## src/rtl/calc_alu_pkg.sv

```systemverilog
// calc_alu_pkg: shared definitions for the calc_alu block.
//   op_e           - opcode encoding (NOP, ADD, SUB, reserved)
//   DATA_W_DEFAULT - default operand width
package calc_alu_pkg;

    typedef enum logic [1:0] {
        OP_NOP = 2'b00,
        OP_ADD = 2'b01,
        OP_SUB = 2'b10,
        OP_RSV = 2'b11
    } op_e;

    localparam int unsigned DATA_W_DEFAULT = 16;

endpackage

```

## src/rtl/calc_alu_addsub.sv

```systemverilog
// calc_alu_addsub: combinational add / subtract datapath for calc_alu.
// Ports:
//   num1, num2 - unsigned operands (DATA_W bits)
//   sum        - zero-extended num1 + num2, carry in bit DATA_W
//   diff       - subtract result (DATA_W+1 bits), form selected by macro
//   neg        - 1 when num1 < num2
// Configuration macro CALC_ALU_SIGNMAG_EN:
//   defined   - diff is the magnitude |num1 - num2|, neg is its sign
//   undefined - diff is the (DATA_W+1)-bit two's complement of num1 - num2,
//               neg is the borrow
module calc_alu_addsub
    import calc_alu_pkg::*;
#(
    parameter int unsigned DATA_W = DATA_W_DEFAULT
) (
    input  logic [DATA_W-1:0] num1,
    input  logic [DATA_W-1:0] num2,
    output logic [DATA_W:0]   sum,
    output logic [DATA_W:0]   diff,
    output logic              neg
);

    logic [DATA_W:0] a_ext;
    logic [DATA_W:0] b_ext;
    logic            borrow;

    assign a_ext  = {1'b0, num1};
    assign b_ext  = {1'b0, num2};
    assign borrow = (num1 < num2);
    assign sum    = a_ext + b_ext;
    assign neg    = borrow;

`ifdef CALC_ALU_SIGNMAG_EN
    // Swap operands on borrow so the result is always a non-negative magnitude;
    // bit DATA_W therefore stays 0.
    assign diff = borrow ? (b_ext - a_ext) : (a_ext - b_ext);
`else
    assign diff = a_ext - b_ext;
`endif

endmodule

```

## src/rtl/calc_alu.sv

```systemverilog
// calc_alu: registered two-operand ADD/SUB unit.
// Ports:
//   clk            - clock, rising edge
//   clear          - asynchronous active-low reset
//   num1, num2     - unsigned operands (DATA_W bits), sampled every cycle
//   op_selected    - 00 NOP (hold), 01 ADD, 10 SUB, 11 reserved (load 0)
//   number_out     - registered result (DATA_W+1 bits)
//   special_signal - registered flag; set when a SUB has num1 < num2
// Configuration macro CALC_ALU_SIGNMAG_EN selects the SUB result form
// (see calc_alu_addsub).
module calc_alu
    import calc_alu_pkg::*;
#(
    parameter int unsigned DATA_W = DATA_W_DEFAULT
) (
    input  logic              clk,
    input  logic              clear,
    input  logic [DATA_W-1:0] num1,
    input  logic [DATA_W-1:0] num2,
    input  logic [1:0]        op_selected,
    output logic [DATA_W:0]   number_out,
    output logic              special_signal
);

    logic [DATA_W:0] sum;
    logic [DATA_W:0] diff;
    logic            neg;

    logic [DATA_W:0] out_d, out_q;
    logic            sign_d, sign_q;

    calc_alu_addsub #(
        .DATA_W (DATA_W)
    ) u_addsub (
        .num1 (num1),
        .num2 (num2),
        .sum  (sum),
        .diff (diff),
        .neg  (neg)
    );

    always_comb begin
        out_d  = out_q;
        sign_d = sign_q;
        unique case (op_selected)
            OP_NOP: begin
                out_d  = out_q;
                sign_d = sign_q;
            end
            OP_ADD: begin
                out_d  = sum;
                sign_d = 1'b0;
            end
            OP_SUB: begin
                out_d  = diff;
                sign_d = neg;
            end
            OP_RSV: begin
                out_d  = '0;
                sign_d = 1'b0;
            end
        endcase
    end

    always_ff @(posedge clk or negedge clear) begin
        if (!clear) begin
            out_q  <= '0;
            sign_q <= 1'b0;
        end else begin
            out_q  <= out_d;
            sign_q <= sign_d;
        end
    end

    assign number_out     = out_q;
    assign special_signal = sign_q;

endmodule

```

## config.mk

```make
export PLATFORM = sky130hd
export DESIGN_NAME = calc_alu
export DESIGN_NICKNAME = d
export VERILOG_FILES = /design/src/rtl/calc_alu_pkg.sv /design/src/rtl/calc_alu_addsub.sv /design/src/rtl/calc_alu.sv
export SDC_FILE = /design/constraint.sdc
export NUM_CORES = 1
export LEC_CHECK = 0
export ABC_AREA = 1
export ABC_CLOCK_PERIOD_IN_PS = 900
export BUFFER_PORTS_ARGS = -buffer_cell sky130_fd_sc_hd__clkbuf_2
export CAP_MARGIN = 0
export CORE_UTILIZATION = 56
export CTS_CLUSTER_DIAMETER = 80
export CTS_CLUSTER_SIZE = 8
export DETAILED_ROUTE_END_ITERATION = 12
export PLACE_DENSITY = 0.81
export SYNTH_ARGS = -nofsm -noshare
export SYNTH_HDL_FRONTEND = slang
export SYNTH_SLANG_ARGS = --single-unit
```

## constraint.sdc

```tcl
create_clock -name clk -period 0.9 [get_ports clk]
set_clock_uncertainty 0.1 [all_clocks]
set_input_delay 0.225 -clock clk [delete_from_list [all_inputs] [get_ports clk]]
set_output_delay 0.225 -clock clk [all_outputs]
set_load 0.03 [all_outputs]
```

==> impl_metrics.ini, run 1 <==
[placement]
place.gp.congestion = 1.044
dp.final_hpwl_um = 7860
portBuffers = 53
dp_worst_setup_slack_ns = -1.250
place_inst = 610

[clocking]
cts_hold_buffers = 1
clock-sinks = 18
numCtsBuffers = 3
post-cts-setup-buffers = 16
clockRootBuffer = clkbuf_8
cts_resized = 113
h-tree-depth = 1
cts_buffer_depth = 2

[logic_synthesis]
synthesis.area_sq_um = 2601
synth_edf_count = 0
ys.flop_type = dfrtp_1
synth_top_cell_area_share_pct = 17.60
syn_avg_cell_area_sq_um = 6.092
synthTopCellsByCount = 122 x nand2_1, 70 x inv_1, 51 x nand3_1
syn_nets = 497
synth-seq-cells = 18
synth.most_common_cell = nand2_1
ys_seq_area_share_pct = 17.32
synth_top_cell_by_area = nand2_1
synth_area_leaders = nand2_1 18%, dfrtp_1 17%, ha_1 15%
synthCells = 427
ys_async_sr_fraction_pct = 100.0
ys_types = 37
yosys_warnings = 0

[outcome]
lastStage = 4_1_cts
stop_error = [ERROR DPL-0038] Utilization greater than 100%, impossible to legalize
outcome = did not finish

[floorplan]
ios = 54
die_w_um = 70.16
rows = 24
fp.dieH_um = 70.16
start_util_pct = 58.93
logic make-up after synthesis:
group	count (synthesis)	share of synthesized area, %
compound gates	67	15.15
simple gates	222	36.70
flops	18	17.32
fa+ha+maj	34	16.93
xor+xnor	2	0.6735
buf+inv	84	13.23
per-stage QoR:
step | utilization, % | TNS (ns) | instance area [sq um]
after floorplan | - | -10.94 | 2861
after global placement | 85.74 | -16.36 | 3785
after detailed placement | 85.74 | -17.73 | 3785
==> run 2: changes to the inputs <==
- CORE_UTILIZATION: 56 -> 40
- CTS_CLUSTER_DIAMETER: 80 -> not set
- CTS_CLUSTER_SIZE: 8 -> not set
- PLACE_DENSITY: 0.81 -> not set
- PLACE_DENSITY_LB_ADDON: not set -> 0.15
==> impl_metrics.ini, run 2 <==
[outcome]
outcome = finished, violations left
violations = setup timing

[clocking]
clockRootBuffer = clkbuf_8
tritoncts = yes
cts_buffer_depth = 2
clkLatencyLatePin_ns = 0.26
numCtsBuffers = 3
h-tree-depth = 1
path_clk_slew_ns = 0.08
clock-sinks = 18

[setup_path]
path_cells = clkbuf_16 -> ha_4 -> inv_2 -> fa_2 -> or2_4 -> o21ai_4 -> nand2_2 -> nand2_4 -> buf_4 -> a21oi_1 -> o21ai_1 -> nand3_1
critPathBufInv = 3
critPathCaptureType = flop
reg2reg_depth = 4
critPathLaunchType = input pin
r2r_start = number_out[3]
crit_path_start = num1[0]
cp.arrival_ns = 1.84
r2r-end = number_out[3]
path_max_fanout = 4
slowest_stage = fa_2
slowest_delay_ns = 0.33
worstSetupPathType = in -> reg
rrSetupSlack_ns = -0.14
path_delay_family = simple AND/OR/NAND/NOR gates
critPathRequiredTime_ns = 0.95

[floorplan]
die_w_um = 82.64
ios = 54
start_util_pct = 41.20
die_area_sq_um = 6829
fp.dieH_um = 82.64
core_area_sq_um = 6314
rows = 29

[logic_synthesis]
synth_xor_area_share_pct = 0.6734
synth.most_common_cell = nand2_1
yosys_warnings = 0
synth_mux_area_share_pct = 0
synthCells = 427
syn_avg_cell_area_sq_um = 6.092
synth_top_family_by_area = simple AND/OR/NAND/NOR gates
ys.flop_type = dfrtp_1
synth-seq-cells = 18
ys_types = 37
synth_top_cell_by_area = nand2_1
synth_top_cell_area_share_pct = 17.60
ys_async_sr_fraction_pct = 100.0
synthTopCellsByCount = 122 x nand2_1, 70 x inv_1, 51 x nand3_1
synth_area_leaders = nand2_1 18%, dfrtp_1 17%, ha_1 15%
ys_seq_area_share_pct = 17.32
synth_edf_count = 0
synthSimpleGateAreaFrac_pct = 36.70
yosys.area_share.adder_pct = 16.93
synthesis.area_sq_um = 2601
syn_nets = 497
synth_compound_area_share_pct = 15.15

[drt]
drtIter0Drc = 268
remaining_drc_errors = 0
num_vias = 3429
vias_per_cell = 5.156
firstDrtPassIters = 5
wirelength_um = 9869
antenna_left = 0
detail_route.wl_per_cell_um = 14.84

[layout]
layout-drive-gt1-share_pct = 50.51
largest_reg_flops = 17
final_area_sq_um = 4735
final_core_utilization_pct = 74.99
layout_commonest_cell = buf_4
fin_nets = 659
antenna_cells = 0
syn_to_final_growth_pct = 82.01
final_cell_mix = 102 x buf_4, 94 x nand2_1, 51 x inv_1

[grt]
groute.usage.overall_pct = 27.32
grt_max_degree = 19
antenna_found_initial = 0
overflow = 0
grt_pass1_vias = 3185
grt_pass1_wl_um = 14150

[placement]
portBuffers = 53
place.gp.congestion = 0.9320
dp.final_hpwl_um = 6735
dp_worst_setup_slack_ns = -1.236
dpl_cell_area_sq_um = 3749

[timing]
worstMarginPinSlew_ns = 0.4615
slew_violations = 0
hold_viol_final = 0
fin_setup_tns_ns = -15.78
max_clock_freq_mhz = 560.0
rsz0062_at_grt = true
post-route-min-period_ns = 1.786
finalCritPeriodShare_pct = 198.4
setup_viol = 35
worst_slack_ns = -0.8858
slew_headroom_pct = 69.20

[worst_hold_path]
min_path_cells = 3
hold_path_class = in -> reg
worstHoldStart = num2[0]
hold-path-endpoint = number_out[0]

[power_and_ir_drop]
leakage_nw = 2.454
ir_drop_v = 0.0008016
p_total_w = 0.005150
power_density_nw_per_um2 = 1088

[run]
maxCapViolCount = 0
-- run 2: cell counts after synthesis --
No cell type changed its count.
-- run 2: final cells by class --
cell class,instances,area (sq um)
clock buffers,4,55.05
fillers,473,1579
inverters,71,304.0
multi-input cells,325,2347
flip-flops and latches,18,450.4
well taps,77,96.34
repair buffers,170,1481
-- run 2: worst register-to-register path, delay by kind of cell (launching register included) --
kind,cells,cell delay (ns)
AO/OA/AOI/OAI,1,0.09
buffers and inverters,2,0.26
flip-flops,1,0.41
AND/OR/NAND/NOR,1,0.07
-- run 2: stage by stage --
stage / hold WS [ns] / std cells
2_1_floorplan: -0.1706 / 427
3_3_place_gp: 0.06893 / 626
3_5_place_dp: 0.07544 / 626
4_1_cts: 0.2103 / 646
5_1_grt: 0.1706 / 665
6_report: 0.1654 / 665
-- run 2: logic make-up after synthesis --
kind of cell,after synthesis
and+or+nand+nor,222
adders and majority gates,34
xor gates and xnor gates,2
buffers and inverters,84
DFF,18
AOI/OAI and AO/OA,67
-- run 2: per-layer routing --
| metal | part of all wire [%] | up-vias | wire length (um) | global-route usage [%] |
|---|---|---|---|---|
| met5 | 0 | - | 0 | 0 |
| li1 | - | 1699 | - | - |
| met3 | 4.1 | 19 | 408 | 1.648 |
| met4 | 2.4 | 0 | 234 | 7.241 |
| met1 | 44 | 1590 | 4374 | 35.41 |
| met2 | 49 | 121 | 4852 | 48.61 |
-- run 2: worst max path at each step --
stage	endpoint	depth (start not counted)
after floorplan	number_out[10]	12
after global placement	number_out[12]	13
after detailed placement	number_out[8]	11
after CTS	number_out[10]	13
after global routing	number_out[10]	13
final	number_out[6]	12
-- run 2: timing repair --
action	in CTS	in global routing
pin swaps	35	39
setup buffers	16	20
hold buffers	1	0
gates resized for setup	91	77
endpoints found under the setup margin	35	35
cloned	0	0
endpoints found under the hold margin	18	0
-- run 2: report_power, final --
group / total, W / internal [W] / switching (W)
Sequential: 0.00104 / 0.000926 / 0.000117
Clock: 0.000738 / 0.000391 / 0.000347
Combinational: 0.00337 / 0.00166 / 0.00171
Note: power is estimated with default switching activity, not from simulation.
==> run 3: changes to the inputs <==
- RECOVER_POWER: not set -> 25
==> impl_metrics.ini, run 3 (synthesis gave the netlist of run 2 again) <==
[outcome]
outcome = finished, violations left
violations = setup timing

[placement]
portBuffers = 53
dpl_cell_area_sq_um = 3749
place.gp.congestion = 0.9320
dp.final_hpwl_um = 6735

[drt]
remaining_drc_errors = 0
firstDrtPassIters = 5
vias_per_cell = 5.152
detail_route.wl_per_cell_um = 14.85
drtIter0Drc = 267
wirelength_um = 9874
antenna_left = 0
num_vias = 3426

[power_and_ir_drop]
power_density_nw_per_um2 = 1089
leakage_nw = 2.449
ir_drop_v = 0.0008016

[setup_path]
cp.arrival_ns = 1.84
worstSetupPathType = in -> reg
r2r_start = number_out[3]
critPathRequiredTime_ns = 0.96
critPathCaptureType = flop
critPathLaunchType = input pin
crit_path_start = num1[0]
path_max_fanout = 4

[timing]
setup_viol = 35
worst_slack_ns = -0.8853
hold_viol_final = 0
holdWs_ns = 0.1650
worstMarginPinSlew_ns = 0.4579
max_clock_freq_mhz = 560.1
finalCritPeriodShare_pct = 198.4
slew_headroom_pct = 69.44
post-route-min-period_ns = 1.785
slew_violations = 0
rsz0062_at_grt = true

[grt]
grt_max_degree = 19
use_met3_pct = 1.648
antenna_found_initial = 0
grt_pass1_vias = 3185
grt_pass1_wl_um = 14150
overflow = 0
use_met2_pct = 48.61
groute.usage.overall_pct = 27.32
grt.busiest_layer = met2
grt_use_met1_pct = 35.41

[layout]
fin_nets = 659
antenna_cells = 0
final_cell_mix = 103 x buf_4, 94 x nand2_1, 51 x inv_1
layout-drive-gt1-share_pct = 50.51
multiInputGateArea_sq_um = 2347
largest_reg_flops = 17
fill_cells = 475
layout_commonest_cell = buf_4
syn_to_final_growth_pct = 81.53
final_area_sq_um = 4722
register_area_sq_um = 450.4

[floorplan]
ios = 54
fp.dieH_um = 82.64
start_util_pct = 41.20
die_w_um = 82.64
die_area_sq_um = 6829
rows = 29
core_area_sq_um = 6314

[clocking]
cts_buffer_depth = 2
tritoncts = yes
clkLatencyLatePin_ns = 0.27
clock-sinks = 18
numCtsBuffers = 3
clockRootBuffer = clkbuf_8
path_clk_slew_ns = 0.08
h-tree-depth = 1

[worst_hold_path]
worstHoldStart = num2[0]
hold_path_class = in -> reg

[run]
maxCapViolCount = 0
## run 3: cell counts in the layout (fill, tap and decap cells not counted)
Identical to the previous run, type by type.
## run 3: path summary, 6_finish.rpt
kind                       cells past startpoint  slack, ns              to
setup reg to reg                               4      -0.14   number_out[3]
hold reg to reg                                2       0.43  number_out[15]
setup / recovery                              12      -0.89   number_out[6]
max in group asynchronous                      3       0.14   number_out[6]
hold / removal                                 3       0.17   number_out[0]
min in group asynchronous                      3       0.36   number_out[1]
## run 3: worst max-delay path: stages
cell and delay, ns:
clkbuf_16 0.12, ha_4 0.14, inv_2 0.04, fa_2 0.33
or2_4 0.26, o21ai_4 0.24, nand2_2 0.10, nand2_4 0.08
buf_4 0.11, a21oi_1 0.05, o21ai_1 0.09, nand3_1 0.07
## run 3: area by class of cell
class / instances / share of cell area [%]
flip-flops and latches: 18 / 9.539
repair buffers: 170 / 31.11
well taps: 77 / 2.040
inverters: 71 / 6.439
multi-input cells: 325 / 49.71
clock buffers: 4 / 1.166
## run 3: metal layers
metal / up-vias / share of wire [%]
li1: 1698 / -
met1: 1590 / 44
met2: 119 / 49
met3: 19 / 4.0
met4: 0 / 2.4
met5: - / 0
## run 3: repair_timing
item                                    CTS  global route
setup buffers                            16            20
endpoints found under the setup margin   35            35
endpoints found under the hold margin    18             0
pin swaps                                35            39
gates resized for setup                  91            77
hold buffers                              1             0
## run 3: power breakdown
part | leakage [nW] | switching [W] | internal (W)
Clock | 0.0288 | 0.000348 | 0.000391
Combinational | 2.19 | 0.00171 | 0.00166
Sequential | 0.227 | 0.000117 | 0.000926
## run 3: stage by stage
step	TNS [ns]	util, %	setup WS, ns	power, W	std cells
6_report	-15.79	74.79	-0.8853	0.005144	665
5_1_grt	-17.38	74.79	-0.9777	0.005433	665
4_1_cts	-14.83	68.75	-0.8562	0.004604	646
3_5_place_dp	-17.03	59.37	-1.236	0.003410	626
3_3_place_gp	-16.77	59.37	-1.206	0.003383	626
2_1_floorplan	-10.94	-	-0.8678	0.002457	427
==> run 4: changes to the inputs <==
- ABC_AREA: 1 -> not set
==> impl_metrics.ini, run 4 <==
[outcome]
outcome = finished, violations left
violations = setup timing

[clocking]
tritoncts = yes
clkLatencyLatePin_ns = 0.26
h-tree-depth = 1
clockRootBuffer = clkbuf_8
numCtsBuffers = 3
path_clk_slew_ns = 0.08
clock-sinks = 18
cts_buffer_depth = 2

[power_and_ir_drop]
p_sw_w = 0.001769
leakage_nw = 1.963
p_clk_share_pct = 15.2
power_density_nw_per_um2 = 1184
p_sw_share_pct = 38.56
p_int_w = 0.002819
power_frac_comb_pct = 61.6
pwr-share-seq_pct = 23.3
ir_drop_v = 0.0007329
p_total_w = 0.004588

[grt]
antenna_found_initial = 0
grt_pass1_vias = 2646
overflow = 0
grt_pass1_wl_um = 11590
grt_max_degree = 19
groute.usage.overall_pct = 23.61

[layout]
final_cell_mix = 101 x buf_4, 32 x clkbuf_2, 26 x inv_1, 26 x ha_1, 24 x nor2_1
antenna_cells = 0
layout-drive-gt1-share_pct = 49.42
largest_reg_flops = 17
fin_nets = 504
layout_commonest_cell = buf_4
finalNonFillerCells = 505
final_area_sq_um = 3875
syn_to_final_growth_pct = 68.50

[worst_hold_path]
worstHoldStart = op_selected[0]
hold_path_class = in -> reg

[drt]
antenna_left = 0
drtIter0Drc = 136
firstDrtPassIters = 5
num_vias = 2641
detail_route.wl_per_cell_um = 14.16
remaining_drc_errors = 0
vias_per_cell = 5.230
wirelength_um = 7151

[placement]
portBuffers = 53
place_inst = 479
dpl_cell_area_sq_um = 3342
dp_worst_setup_slack_ns = -1.579
place.gp.congestion = 0.8354
dp.final_hpwl_um = 5469

[timing]
rsz0062_at_grt = true
setup_viol = 36
holdWs_ns = 0.1514
hold_viol_final = 0
slew_violations = 0
max_clock_freq_mhz = 469.9
worst_slack_ns = -1.228
slew_headroom_pct = 69.44
post-route-min-period_ns = 2.128
worstMarginPinSlew_ns = 0.4580
finalCritPeriodShare_pct = 236.5

[floorplan]
ios = 54
start_util_pct = 41.51
fp.dieH_um = 77.83
die_area_sq_um = 6057
rows = 27
core_area_sq_um = 5540
die_w_um = 77.83

[setup_path]
cp.arrival_ns = 2.18
critPathRequiredTime_ns = 0.96
r2r_start = number_out[16]
critPathCaptureType = flop
worstSetupPathType = in -> reg
critPathLaunchType = input pin
crit_path_start = num2[0]
path_max_fanout = 3

[logic_synthesis]
syn_avg_cell_area_sq_um = 8.155
synthCells = 282
synth-seq-cells = 18
ys_seq_area_share_pct = 19.59
synthTopCellsByCount = 33 x inv_1, 32 x ha_1, 29 x nor2_1
ys_types = 54
ys_async_sr_fraction_pct = 100.0
ys.flop_type = dfrtp_1
yosys_warnings = 0
syn_nets = 352
synthesis.area_sq_um = 2300
synth_area_leaders = dfrtp_1 20%, ha_1 17%, inv_1 5.4%
synth_edf_count = 0
synth.most_common_cell = inv_1
synth_top_cell_area_share_pct = 19.59
synth_top_cell_by_area = dfrtp_1

[run]
maxCapViolCount = 0
## run 4: cell types whose count changed after synthesis, moves of 16 or more
cell and delta:
nand2_1 -111, nand3_1 -50, inv_1 -37, a21oi_1 -16
## run 4: what timing repair did
action	in CTS	in global routing
setup buffers	15	6
gates cloned	0	0
hold buffers	1	0
endpoints found under the hold margin	18	0
pin swaps	13	21
endpoints found under the setup margin	36	36
gates resized for setup	48	41
## run 4: cell families (layout without fill, tap and decap cells)
logic type                 after synthesis  after routing  synth area share [%]
buffers and inverters                   47            198                 8.161
muxes                                    5              5                 2.176
DFF                                     18             18                 19.59
AOI/OAI and AO/OA                       93             93                 30.85
and+or+nand+nor                         73             73                 15.51
xor gates and xnor gates                12             12                 4.570
adders and majority gates               34             34                 19.15
## run 4: area by class of cell
class                      instances  area [sq um]
tap                               72         90.09
fill                             451          1665
inverter                          34         135.1
multi-input combinational        217          1857
sequential                        18         451.7
clock buffer                       4         55.05
timing repair buffer             160          1286
## run 4: per-stage QoR
stage | util [%] | setup TNS [ns]
after floorplan | - | -16.77
after global placement | 60.32 | -21.49
after detailed placement | 60.32 | -22.13
after CTS | 67.37 | -20.89
after global routing | 69.94 | -22.94
final | 69.94 | -21.27
## run 4: routing by layer
layer | global-route usage [%] | vias up | part of all wire, %
met5 | 0 | - | 0
li1 | - | 1313 | -
met1 | 28.94 | 1248 | 44
met2 | 43.89 | 69 | 51
met3 | 1.294 | 11 | 3.1
met4 | 6.981 | 0 | 1.7
## run 4: worst max-delay path: stages
cell,delay [ns]
buf_8,0.08
ha_4,0.12
inv_2,0.04
fa_2,0.39
or2_4,0.25
a221oi_4,0.29
buf_6,0.15
o21ai_2,0.06
nor2_2,0.12
o32a_1,0.17
nor2_1,0.05
a221o_1,0.24
## run 4: final timing paths
kind                                  end  slack [ns]  cells past startpoint
max                         number_out[8]       -1.23                     12
min                         number_out[4]        0.15                      2
max reg2reg                number_out[16]       -0.30                      3
min reg2reg                 number_out[6]        0.45                      2
max in group asynchronous   number_out[0]        0.07                      3
min in group asynchronous   number_out[3]        0.38                      3
## run 4: power groups by stage
stage / registers (W) / logic [W] / clock network, W
after global placement: 0.00104 / 0.00218 / 0
after global routing: 0.00108 / 0.00304 / 0.000736
after floorplan: 0.00129 / 0.00108 / 0
after detailed placement: 0.00104 / 0.00222 / 0
after CTS: 0.00104 / 0.00261 / 0.000706
final: 0.00107 / 0.00282 / 0.000695
